==> src/rtl/riscv_lsu_if.sv <==
// Core-side request/response and RAM data-port signals of the load/store unit.
// master = core + RAM environment, slave = the LSU itself.
interface riscv_lsu_if #(
  parameter int unsigned WORD_LENGTH = 32
);
  logic                   req_valid;
  logic                   req_ready;
  logic                   req_we;
  logic [2:0]             req_funct3;
  logic [WORD_LENGTH-1:0] req_addr;
  logic [WORD_LENGTH-1:0] req_wdata;
  logic                   rsp_valid;
  logic [WORD_LENGTH-1:0] rsp_rdata;
  logic                   rsp_err;
  logic [WORD_LENGTH-1:0] mem_addr;
  logic                   mem_write_en;
  logic [WORD_LENGTH-1:0] mem_wdata;
  logic [WORD_LENGTH-1:0] mem_dout;

  modport master (
    output req_valid, req_we, req_funct3, req_addr, req_wdata, mem_dout,
    input  req_ready, rsp_valid, rsp_rdata, rsp_err, mem_addr, mem_write_en, mem_wdata
  );

  modport slave (
    input  req_valid, req_we, req_funct3, req_addr, req_wdata, mem_dout,
    output req_ready, rsp_valid, rsp_rdata, rsp_err, mem_addr, mem_write_en, mem_wdata
  );
endinterface

==> src/rtl/riscv_lsu.sv <==
// RV32I load/store unit: word-aligned RAM accesses, read-modify-write for SB/SH,
// sign/zero extension for loads, one request in flight.
module riscv_lsu #(
  parameter int unsigned WORD_LENGTH = 32
) (
  input  logic        clk,
  input  logic        rst_n,
  riscv_lsu_if.slave  bus
);

  localparam int unsigned W = 32;
  localparam logic [2:0] F3_B  = 3'd0;
  localparam logic [2:0] F3_H  = 3'd1;
  localparam logic [2:0] F3_W  = 3'd2;
  localparam logic [2:0] F3_BU = 3'd4;
  localparam logic [2:0] F3_HU = 3'd5;

  typedef enum logic [2:0] {
    S_IDLE,
    S_LOAD,
    S_RMW,
    S_WRITE,
    S_RESP
  } state_t;

  state_t         r_state;
  logic [W-1:0]   r_addr;
  logic [2:0]     r_funct3;
  logic [W-1:0]   r_rdata;
  logic           r_req_ready;
  logic           r_rsp_valid;
  logic           r_rsp_err;
  logic           r_mem_we;
  // Holds the store data from accept; replaced by the merged word for SB/SH.
  logic [W-1:0]   r_mem_wdata;

  logic           w_is_half;
  logic           w_is_word;
  logic           w_f3_ok;
  logic           w_aligned;
  logic           w_legal;
  logic [4:0]     w_bsh;
  logic [4:0]     w_hsh;
  logic [15:0]    w_lane;
  logic [W-1:0]   w_load_ext;
  logic [W-1:0]   w_mask;
  logic [W-1:0]   w_ins;
  logic [W-1:0]   w_merged;

  // Request legality, evaluated on the live request at accept time.
  always_comb begin
    w_is_half = (bus.req_funct3[1:0] == 2'b01);
    w_is_word = (bus.req_funct3 == F3_W);
    w_f3_ok   = bus.req_we ? (bus.req_funct3 <= F3_W)
                           : ((bus.req_funct3 != 3'd3) && (bus.req_funct3 <= F3_HU));
    w_aligned = !(w_is_half && bus.req_addr[0]) &&
                !(w_is_word && (bus.req_addr[1:0] != 2'b00));
    w_legal   = w_f3_ok && w_aligned;
  end

  // Lane extraction for loads and lane merge for sub-word stores.
  always_comb begin
    w_bsh  = {r_addr[1:0], 3'b000};
    w_hsh  = {r_addr[1], 4'b0000};
    w_lane = 16'(bus.mem_dout >> w_bsh);
    unique case (r_funct3)
      F3_B:    w_load_ext = {{24{w_lane[7]}}, w_lane[7:0]};
      F3_H:    w_load_ext = {{16{w_lane[15]}}, w_lane[15:0]};
      F3_W:    w_load_ext = bus.mem_dout;
      F3_BU:   w_load_ext = {24'd0, w_lane[7:0]};
      F3_HU:   w_load_ext = {16'd0, w_lane[15:0]};
      default: w_load_ext = '0;
    endcase
    if (r_funct3[0]) begin
      w_mask = 32'h0000_FFFF << w_hsh;
      w_ins  = {16'd0, r_mem_wdata[15:0]} << w_hsh;
    end else begin
      w_mask = 32'h0000_00FF << w_bsh;
      w_ins  = {24'd0, r_mem_wdata[7:0]} << w_bsh;
    end
    w_merged = (bus.mem_dout & ~w_mask) | w_ins;
  end

  always_ff @(posedge clk or negedge rst_n) begin
    if (!rst_n) begin
      r_state     <= S_IDLE;
      r_addr      <= '0;
      r_funct3    <= '0;
      r_rdata     <= '0;
      r_req_ready <= 1'b1;
      r_rsp_valid <= 1'b0;
      r_rsp_err   <= 1'b0;
      r_mem_we    <= 1'b0;
      r_mem_wdata <= '0;
    end else begin
      unique case (r_state)
        S_IDLE: begin
          if (bus.req_valid) begin
            r_addr      <= bus.req_addr;
            r_funct3    <= bus.req_funct3;
            r_mem_wdata <= bus.req_wdata;
            r_rdata     <= '0;
            r_rsp_err   <= 1'b0;
            r_req_ready <= 1'b0;
            if (!w_legal) begin
              r_state     <= S_RESP;
              r_rsp_valid <= 1'b1;
              r_rsp_err   <= 1'b1;
            end else if (!bus.req_we) begin
              r_state <= S_LOAD;
            end else if (w_is_word) begin
              r_state  <= S_WRITE;
              r_mem_we <= 1'b1;
            end else begin
              r_state <= S_RMW;
            end
          end
        end
        S_LOAD: begin
          r_rdata     <= w_load_ext;
          r_rsp_valid <= 1'b1;
          r_state     <= S_RESP;
        end
        S_RMW: begin
          r_mem_wdata <= w_merged;
          r_mem_we    <= 1'b1;
          r_state     <= S_WRITE;
        end
        S_WRITE: begin
          r_mem_we    <= 1'b0;
          r_rsp_valid <= 1'b1;
          r_state     <= S_RESP;
        end
        S_RESP: begin
          r_rsp_valid <= 1'b0;
          r_rsp_err   <= 1'b0;
          r_req_ready <= 1'b1;
          r_state     <= S_IDLE;
        end
        default: begin
          r_mem_we    <= 1'b0;
          r_rsp_valid <= 1'b0;
          r_req_ready <= 1'b1;
          r_state     <= S_IDLE;
        end
      endcase
    end
  end

  assign bus.req_ready    = r_req_ready;
  assign bus.rsp_valid    = r_rsp_valid;
  assign bus.rsp_rdata    = r_rdata;
  assign bus.rsp_err      = r_rsp_err;
  assign bus.mem_addr     = {r_addr[W-1:2], 2'b00};
  assign bus.mem_write_en = r_mem_we;
  assign bus.mem_wdata    = r_mem_wdata;

endmodule

==> src/flat_wrapper.sv <==
// flat-port wrapper written by rule: the top's interface ports become plain ports
module riscv_lsu_flat 
#(
  parameter int unsigned WORD_LENGTH = 32
)
  (clk, rst_n, bus_req_valid, bus_req_we, bus_req_funct3, bus_req_addr, bus_req_wdata, bus_mem_dout, bus_req_ready, bus_rsp_valid, bus_rsp_rdata, bus_rsp_err, bus_mem_addr, bus_mem_write_en, bus_mem_wdata);
  riscv_lsu_if #(.WORD_LENGTH(WORD_LENGTH)) bus_i ();
  input  logic clk;
  input  logic rst_n;
  input wire logic [$bits(bus_i.req_valid)-1:0] bus_req_valid;
  input wire logic [$bits(bus_i.req_we)-1:0] bus_req_we;
  input wire logic [$bits(bus_i.req_funct3)-1:0] bus_req_funct3;
  input wire logic [$bits(bus_i.req_addr)-1:0] bus_req_addr;
  input wire logic [$bits(bus_i.req_wdata)-1:0] bus_req_wdata;
  input wire logic [$bits(bus_i.mem_dout)-1:0] bus_mem_dout;
  output wire logic [$bits(bus_i.req_ready)-1:0] bus_req_ready;
  output wire logic [$bits(bus_i.rsp_valid)-1:0] bus_rsp_valid;
  output wire logic [$bits(bus_i.rsp_rdata)-1:0] bus_rsp_rdata;
  output wire logic [$bits(bus_i.rsp_err)-1:0] bus_rsp_err;
  output wire logic [$bits(bus_i.mem_addr)-1:0] bus_mem_addr;
  output wire logic [$bits(bus_i.mem_write_en)-1:0] bus_mem_write_en;
  output wire logic [$bits(bus_i.mem_wdata)-1:0] bus_mem_wdata;
  assign bus_i.req_valid = bus_req_valid;
  assign bus_i.req_we = bus_req_we;
  assign bus_i.req_funct3 = bus_req_funct3;
  assign bus_i.req_addr = bus_req_addr;
  assign bus_i.req_wdata = bus_req_wdata;
  assign bus_i.mem_dout = bus_mem_dout;
  assign bus_req_ready = bus_i.req_ready;
  assign bus_rsp_valid = bus_i.rsp_valid;
  assign bus_rsp_rdata = bus_i.rsp_rdata;
  assign bus_rsp_err = bus_i.rsp_err;
  assign bus_mem_addr = bus_i.mem_addr;
  assign bus_mem_write_en = bus_i.mem_write_en;
  assign bus_mem_wdata = bus_i.mem_wdata;
  riscv_lsu #(.WORD_LENGTH(WORD_LENGTH)) u_core (.clk(clk), .rst_n(rst_n), .bus(bus_i));
endmodule
==> config.mk <==
export PLATFORM = sky130hd
export DESIGN_NAME = riscv_lsu_flat
export DESIGN_NICKNAME = d
export VERILOG_FILES = /design/src/rtl/riscv_lsu_if.sv /design/src/rtl/riscv_lsu.sv /design/src/flat_wrapper.sv
export SDC_FILE = /design/constraint.sdc
export NUM_CORES = 1
export LEC_CHECK = 0
export ABC_AREA = 1
export CAP_MARGIN = 10
export CORE_MARGIN = 2
export CORE_UTILIZATION = 55
export DETAILED_ROUTE_END_ITERATION = 8
export DONT_BUFFER_PORTS = 1
export PLACE_DENSITY = 0.7
export SETUP_SLACK_MARGIN = 0.05
export SLEW_MARGIN = 20
export SYNTH_ARGS = -nofsm -noshare
export SYNTH_HDL_FRONTEND = slang
export SYNTH_SLANG_ARGS = --single-unit
==> constraint.sdc <==
create_clock -name clk -period 2.2 [get_ports clk]
set_clock_uncertainty 0.15 [all_clocks]
set_input_delay 0.33 -clock clk [delete_from_list [all_inputs] [get_ports clk]]
set_output_delay 0.33 -clock clk [all_outputs]
set_load 0.005 [all_outputs]
==> qor.txt, run 1 <==
Status -> complete, but fails checks
Violated checks -> negative hold slack
Setup bufs post-CTS -> 0
Worst Setup Path Type -> register to register
Drt pass-1 iters -> 5
Crit path DAT -> 2160 ps
Max_cap viols -> 0
Initial drt markers -> 373
Area contributors post-synth -> dfrtp_1, nand2_1, nand3_1, buf_4, nor2_1
Row cnt -> 38
Vias per std cell -> 5.41
H-Tree Depth -> 3
Actual slew at the worst max-slew pin -> 698 ps
Largest net degree at the start of global routing -> 107
Synthesis warning total -> 0
Critical Path Start -> u_core.r_addr[0]
Cell Area, Placed -> 5950 sq um
I/O pins -> 203
Post-synthesis cell area -> 6140 sq um
Cts hold-fix bufs -> 43
Unique masters post-synth -> 31
Static Leak -> 0.00347 uW
Flops & latches, synth -> 106
Final setup violation count -> 0
Core box area -> 10900 sq um
Setup TNS -> 0 ps
Initial antenna violation count -> 1
Fin crit share -> 0.927
Initial Util -> 0.564
Die Ht -> 110 um
Fin area -> 6610 sq um
Count of pins over their slew limit -> 0
Top cells by instance count after synthesis -> nand2_1, dfrtp_1, nor2_1
DIE WIDTH -> 110 um
First-pass GRT wire length -> 26.9 mm
Vias in the first global route -> 5435
Seq/Total Area, Yosys -> 0.432
Tmin final -> 2040 ps
Crit. End Element -> register
Hold_ws -> -523 ps
Clock slew at reported path FFs -> 110 ps
Hold Path Class -> primary input to asynchronous set/reset pin
TritonCTS buffer count -> 9
Hold Vio Cnt, Final -> 106
DR WL/cell -> 16.8 um
CTS tree -> done
Area growth syn-to-layout -> 7.56%
CTS sink cnt -> 106
Area leader, netlist -> dfrtp_1
Mapped Cells -> 893
Maximum root-to-sink buffer count -> 2
Hpwl dp -> 12.3 mm
I/O Buffers -> 0
Post-synth top area share -> 0.428
Grt ovf -> 0
CTS root buffer -> clkbuf_8
Routed wire length -> 17.3 mm
EDFF count, synth -> 0
DRC -> 0
Share of layout cells above drive strength 1 -> 0.0707
VDD IR max -> 0.741 mV
Worst slack, placed -> 215 ps
Fmax -> 490 MHz
GRT Util Overall -> 0.293
Worst path required time -> 2330 ps
Mean Syn Cell Area -> 6.88 sq um
PnR worst setup slack -> 161 ps
Dominant synthesized flop cell -> dfrtp_1
Worst Path Max Fanout -> 30
Slew headroom -> 0.533
Worst setup SP type -> register
Pwr/cell area -> 1380 nW/um^2
Final net count -> 989
Die Footprint -> 12000 sq um
Vias -> 5580
Post-layout util -> 0.607
RSZ-0062 raised after global routing -> false
Synth async-reset ratio -> 1.00
Post-route ant nets -> 0
Clk_lat worst skew -> 380 ps
Gpl congestion -> 0.915
FF-to-FF Start -> u_core.r_addr[0]
Top-count cell post-synth -> nand2_1
==> metal layers <==
layer	vias up	track usage	wire length [um]
met5	-	0	0
met4	0	0.120	457
met3	29	0.0996	1700
met2	245	0.481	8360
met1	2576	0.354	6830
li1	2730	-	-
==> cell usage in the layout, fill, tap and decap left out, drive strengths merged, types with 2 or more instances in the layout <==
master and n:
o211ai 8, buf 10, nand2 405, clkinv 8
inv 60, nand4 2, clkbuf 9, nor2 78
dfrtp 105, nand3 70, dlygate4sd3 43, o21ai 47
or2 8, conb 2, a21oi 28
==> critical path, stage by stage (launching register included) <==
cell and delay (ps):
dfrtp_1 510, buf_4 380, nor2_4 120, nand2_1 80, nand2_1 90, nand2_2 280
nand3_1 170, nand2_1 110, nand2_1 50
==> power by group <==
part,internal (uW),switching [uW]
combinational,1370,2760
clock,550,731
sequential,2870,847
==> stage by stage <==
step | power, uW | instances
2_1_floorplan | 7190 | 894
4_1_cts | 9140 | 1031
3_5_place_dp | 7780 | 972
3_3_place_gp | 7630 | 972
5_1_grt | 9980 | 1031
6_report | 9130 | 1032
==> state kept, by name, summed over array words and instances (netlist names) <==
signal and cells:
u_core.bus.mem_wdata 32, u_core.bus.mem_write_en 1, u_core.bus.req_ready 1, u_core.bus.rsp_err 1, u_core.bus.rsp_rdata 32, u_core.bus.rsp_valid 1, u_core.r_addr 32, u_core.r_funct3 3
u_core.r_state 3
==> kinds of logic after synthesis <==
kind of cell           synth area share
AOI/OAI and AO/OA                0.0797
buffers and inverters             0.115
DFF                               0.432
and+or+nand+nor                   0.373
other                          0.000611
==> cell type report <==
type	count	area (sq um)
Multi-Input combinational cell	653	2810
Sequential cell	106	2650
Clock buffer	9	124
Antenna cell	1	2.50
Timing Repair Buffer	53	518
Fill cell	1029	4280
Tap cell	140	175
Inverter	63	236
Clock inverter	7	87.6
==> final timing paths <==
path / endpoint / slack, ps / depth (start not counted)
worst min register to register: u_core.r_addr[20] / 360 / 2
worst min-delay path: u_core.r_addr[28] / -520 / 0
min in group clk: u_core.bus.rsp_rdata[5] / 10 / 4
worst max register to register: u_core.bus.rsp_rdata[26] / 160 / 8
max in group asynchronous: u_core.bus.req_ready / 2210 / 0
worst max-delay path: u_core.bus.rsp_rdata[26] / 160 / 8
==> repair_timing <==
item	4_1_cts	5_1_grt
endpoints found under the hold margin	150	106
gates resized for setup	0	1
endpoints found under the setup margin	0	23
Note: power is estimated with default switching activity, not from simulation.
==> run 2, diff against run 1 <==
- CELL_PAD_IN_SITES_DETAIL_PLACEMENT: default -> 0
- CELL_PAD_IN_SITES_GLOBAL_PLACEMENT: default -> 1
- CORE_UTILIZATION: 55 -> 44
- PLACE_DENSITY: 0.7 -> default
- PLACE_DENSITY_LB_ADDON: default -> 0.1
- clock period: 2.2 -> 2.24 ns (I/O delays scaled with it)
==> run 2 against run 1 <==
  * The run still ends with negative hold slack left
  * First-iteration DRC count grew 9.4%
  * Sequential power about the same
  * Via count shrank 1.8%
  * Clock power grew 43%
  * Flip-flop and latch count is the same
  * Global-route usage shrank 3.9 points
  * Fmax increased by 1.9%
  * Core utilization is 12 points lower
  * Power is 5.1% higher
  * Critical endpoint is now u_core.bus.mem_wdata[7]
  * Largest power group unchanged
  * Highest routed layer is now met5
==> qor.txt, run 2 (synthesis gave the netlist of run 1 again) <==
Violated checks -> negative hold slack
Worst setup SP type -> register
Row cnt -> 43 (+13%)
FF-to-FF Start -> u_core.r_state[2]
Crit path DAT -> 2090 ps (-70 ps)
Count of pins over their slew limit -> 0 (unchanged)
Max incr delay on CP -> 440 ps (-70 ps)
FF-to-FF setup slack -> 240 ps (+80 ps)
Psw -> 4310 uW (-0.50%)
Switch share -> 0.449 (-0.0255)
Hold Vio Cnt, Final -> 106 (unchanged)
Fin area -> 6710 sq um (+1.6%)
Buf/Inv on CP -> 1 (unchanged)
Die Footprint -> 14900 sq um (+24%)
Worst Path Max Fanout -> 34 (+13%)
Core box area -> 13800 sq um (+27%)
CP max stage cell -> dfrtp_1
Critical Path Start -> u_core.r_state[2]
Hpwl dp -> 13.5 mm (+9.4%)
RSZ-0062 raised after global routing -> false
Gpl congestion -> 0.879 (-4.0%)
Diode count -> 0 (-1)
Area growth syn-to-layout -> 9.25%
Vias per std cell -> 5.14 (-4.9%)
CTS tree -> done
CTS root buffer -> clkbuf_16
Clock slew at reported path FFs -> 70 ps (-40 ps)
Clk_lat worst skew -> 350 ps (-30 ps)
Static Leak -> 0.00350 uW (+1.0%)
Commonest non-fill, non-tap cell in the layout -> nand2_1
Initial drt markers -> 408 (+9.4%)
Routed wire length -> 18.7 mm (+7.7%)
Post-route ant nets -> 0 (unchanged)
Filler cells -> 1448 (+41%)
Grt ovf -> 0 (unchanged)
Cell repeated most along the worst path -> nand2_1
Actual slew at the worst max-slew pin -> 675 ps (-23.2 ps)
GRT Util Overall -> 0.255 (-0.0385)
Worst Setup Path Type -> register to register
TritonCTS buffer count -> 9 (unchanged)
Final setup violation count -> 0 (unchanged)
Part of the power in the clock network -> 0.191 (+0.051)
Tmin final -> 2000 ps (-38.6 ps)
Fin crit share -> 0.893 (-0.0338)
Final net count -> 983 (-0.61%)
Drt pass-1 iters -> 6 (+1)
Setup TNS -> 0 ps (unchanged)
Status -> complete, but fails checks
Post-layout util -> 0.487 (-0.120)
Initial antenna violation count -> 1 (unchanged)
Worst path required time -> 2330 ps (about the same)
DR WL/cell -> 17.5 um (+4.4%)
Hold Path Class -> primary input to asynchronous set/reset pin
CP top delay family -> simple AND/OR/NAND/NOR gates
Share of layout cells above drive strength 1 -> 0.0712 (+0.000479)
I/O Buffers -> 0 (unchanged)
VDD IR max -> 0.485 mV (-35%)
Max_cap viols -> 0 (unchanged)
Fmax -> 500 MHz (+1.9%)
Vias -> 5478 (-1.8%)
Reg power frac -> 0.384 (-0.023)
Pwr/cell area -> 1430 nW/um^2 (+3.5%)
CTS sink cnt -> 106 (unchanged)
Most frequent cells in the layout -> nand2_1, dfrtp_1, nor2_1
Cts hold-fix bufs -> 35 (-19%)
Slew headroom -> 0.548 (+0.0149)
DIE WIDTH -> 122 um (+11%)
Setup bufs post-CTS -> 0 (unchanged)
First-pass GRT wire length -> 29.0 mm (+8.0%)
Largest net degree at the start of global routing -> 107 (unchanged)
Crit. End Element -> register
Hold_ws -> -479 ps (+44.2 ps)
CP cell instances -> nor2_2 > nand2_1 > nor2_4 > buf_4 > nand2_1 > o21ai_1 > nor2_1
Maximum root-to-sink buffer count -> 2 (unchanged)
Cell Area, Placed -> 6010 sq um (+1.0%)
DP Cell Count -> 1014 (+4.3%)
Fin cells -> 1065 (+3.2%)
Die Ht -> 122 um (+11%)
DRC -> 0 (unchanged)
Comb power frac -> 0.425 (-0.027)
H-Tree Depth -> 3 (unchanged)
Vias in the first global route -> 5404 (-0.57%)
PnR worst setup slack -> 240 ps (+78.6 ps)
Worst slack, placed -> 265 ps (+49.6 ps)
I/O pins -> 203 (unchanged)
Initial Util -> 0.446 (-0.118)
Cell Int Power -> 5290 uW (+10%)
[run 2: cell count changes in the layout (fill, tap and decap cells not counted), moves of 2 or more]
| cell | previous run | this run |
|---|---|---|
| clkbuf_1 | 0 | 2 |
| dlygate4sd3_1 | 43 | 35 |
| clkbuf_16 | 0 | 9 |
| bufinv_16 | 1 | 3 |
| clkbuf_8 | 9 | 0 |
| buf_4 | 9 | 11 |
[run 2: power by group through the flow]
stage	registers (uW)	logic, uW	clock network (uW)
after detailed placement	3720	4020	0
after floorplan	3370	3700	0
final	3690	4080	1830
after global routing	3810	4720	1950
after global placement	3700	3910	0
after CTS	3700	4090	1880
[run 2: final timing paths]
check                                          end  cells past startpoint
max                        u_core.bus.mem_wdata[7]                      7
min                               u_core.r_addr[4]                      0
max reg2reg                u_core.bus.mem_wdata[7]                      7
min reg2reg                      u_core.r_addr[26]                      2
max in group asynchronous     u_core.bus.req_ready                      0
min in group clk                u_core.r_funct3[0]                      2
[run 2: final cells by class]
class | instances | area [sq um] | share of cell area
inverters | 63 | 236 | 0.0352
flip-flops and latches | 106 | 2650 | 0.396
multi-input cells | 653 | 2800 | 0.417
clock inverters | 5 | 108 | 0.0160
repair buffers | 47 | 453 | 0.0675
well taps | 180 | 225 | 0.0336
clock buffers | 11 | 233 | 0.0347
[run 2: repair_timing]
action,CTS,global route
gates resized for setup,0,1
endpoints found under the setup margin,0,2
hold endpoints to repair,141,106
[run 2: layer usage]
metal,track usage,vias up,part of all wire
met5,0,-,0.00091
met4,0.114,2,0.031
met3,0.0754,39,0.092
met2,0.403,212,0.45
met1,0.323,2510,0.43
li1,-,2715,-
[run 2: stage by stage]
step / power, uW / hold slack, ps
after floorplan: 7060 / -110
after global placement: 7610 / -107
after detailed placement: 7740 / -107
after CTS: 9660 / -491
after global routing: 10500 / -497
final: 9600 / -479
[run 2: worst register-to-register path: stages (launching register included)]
cell,delay (ps)
dfrtp_1,440
nor2_2,220
nand2_1,130
nor2_4,300
buf_4,390
nand2_1,110
o21ai_1,80
nor2_1,70
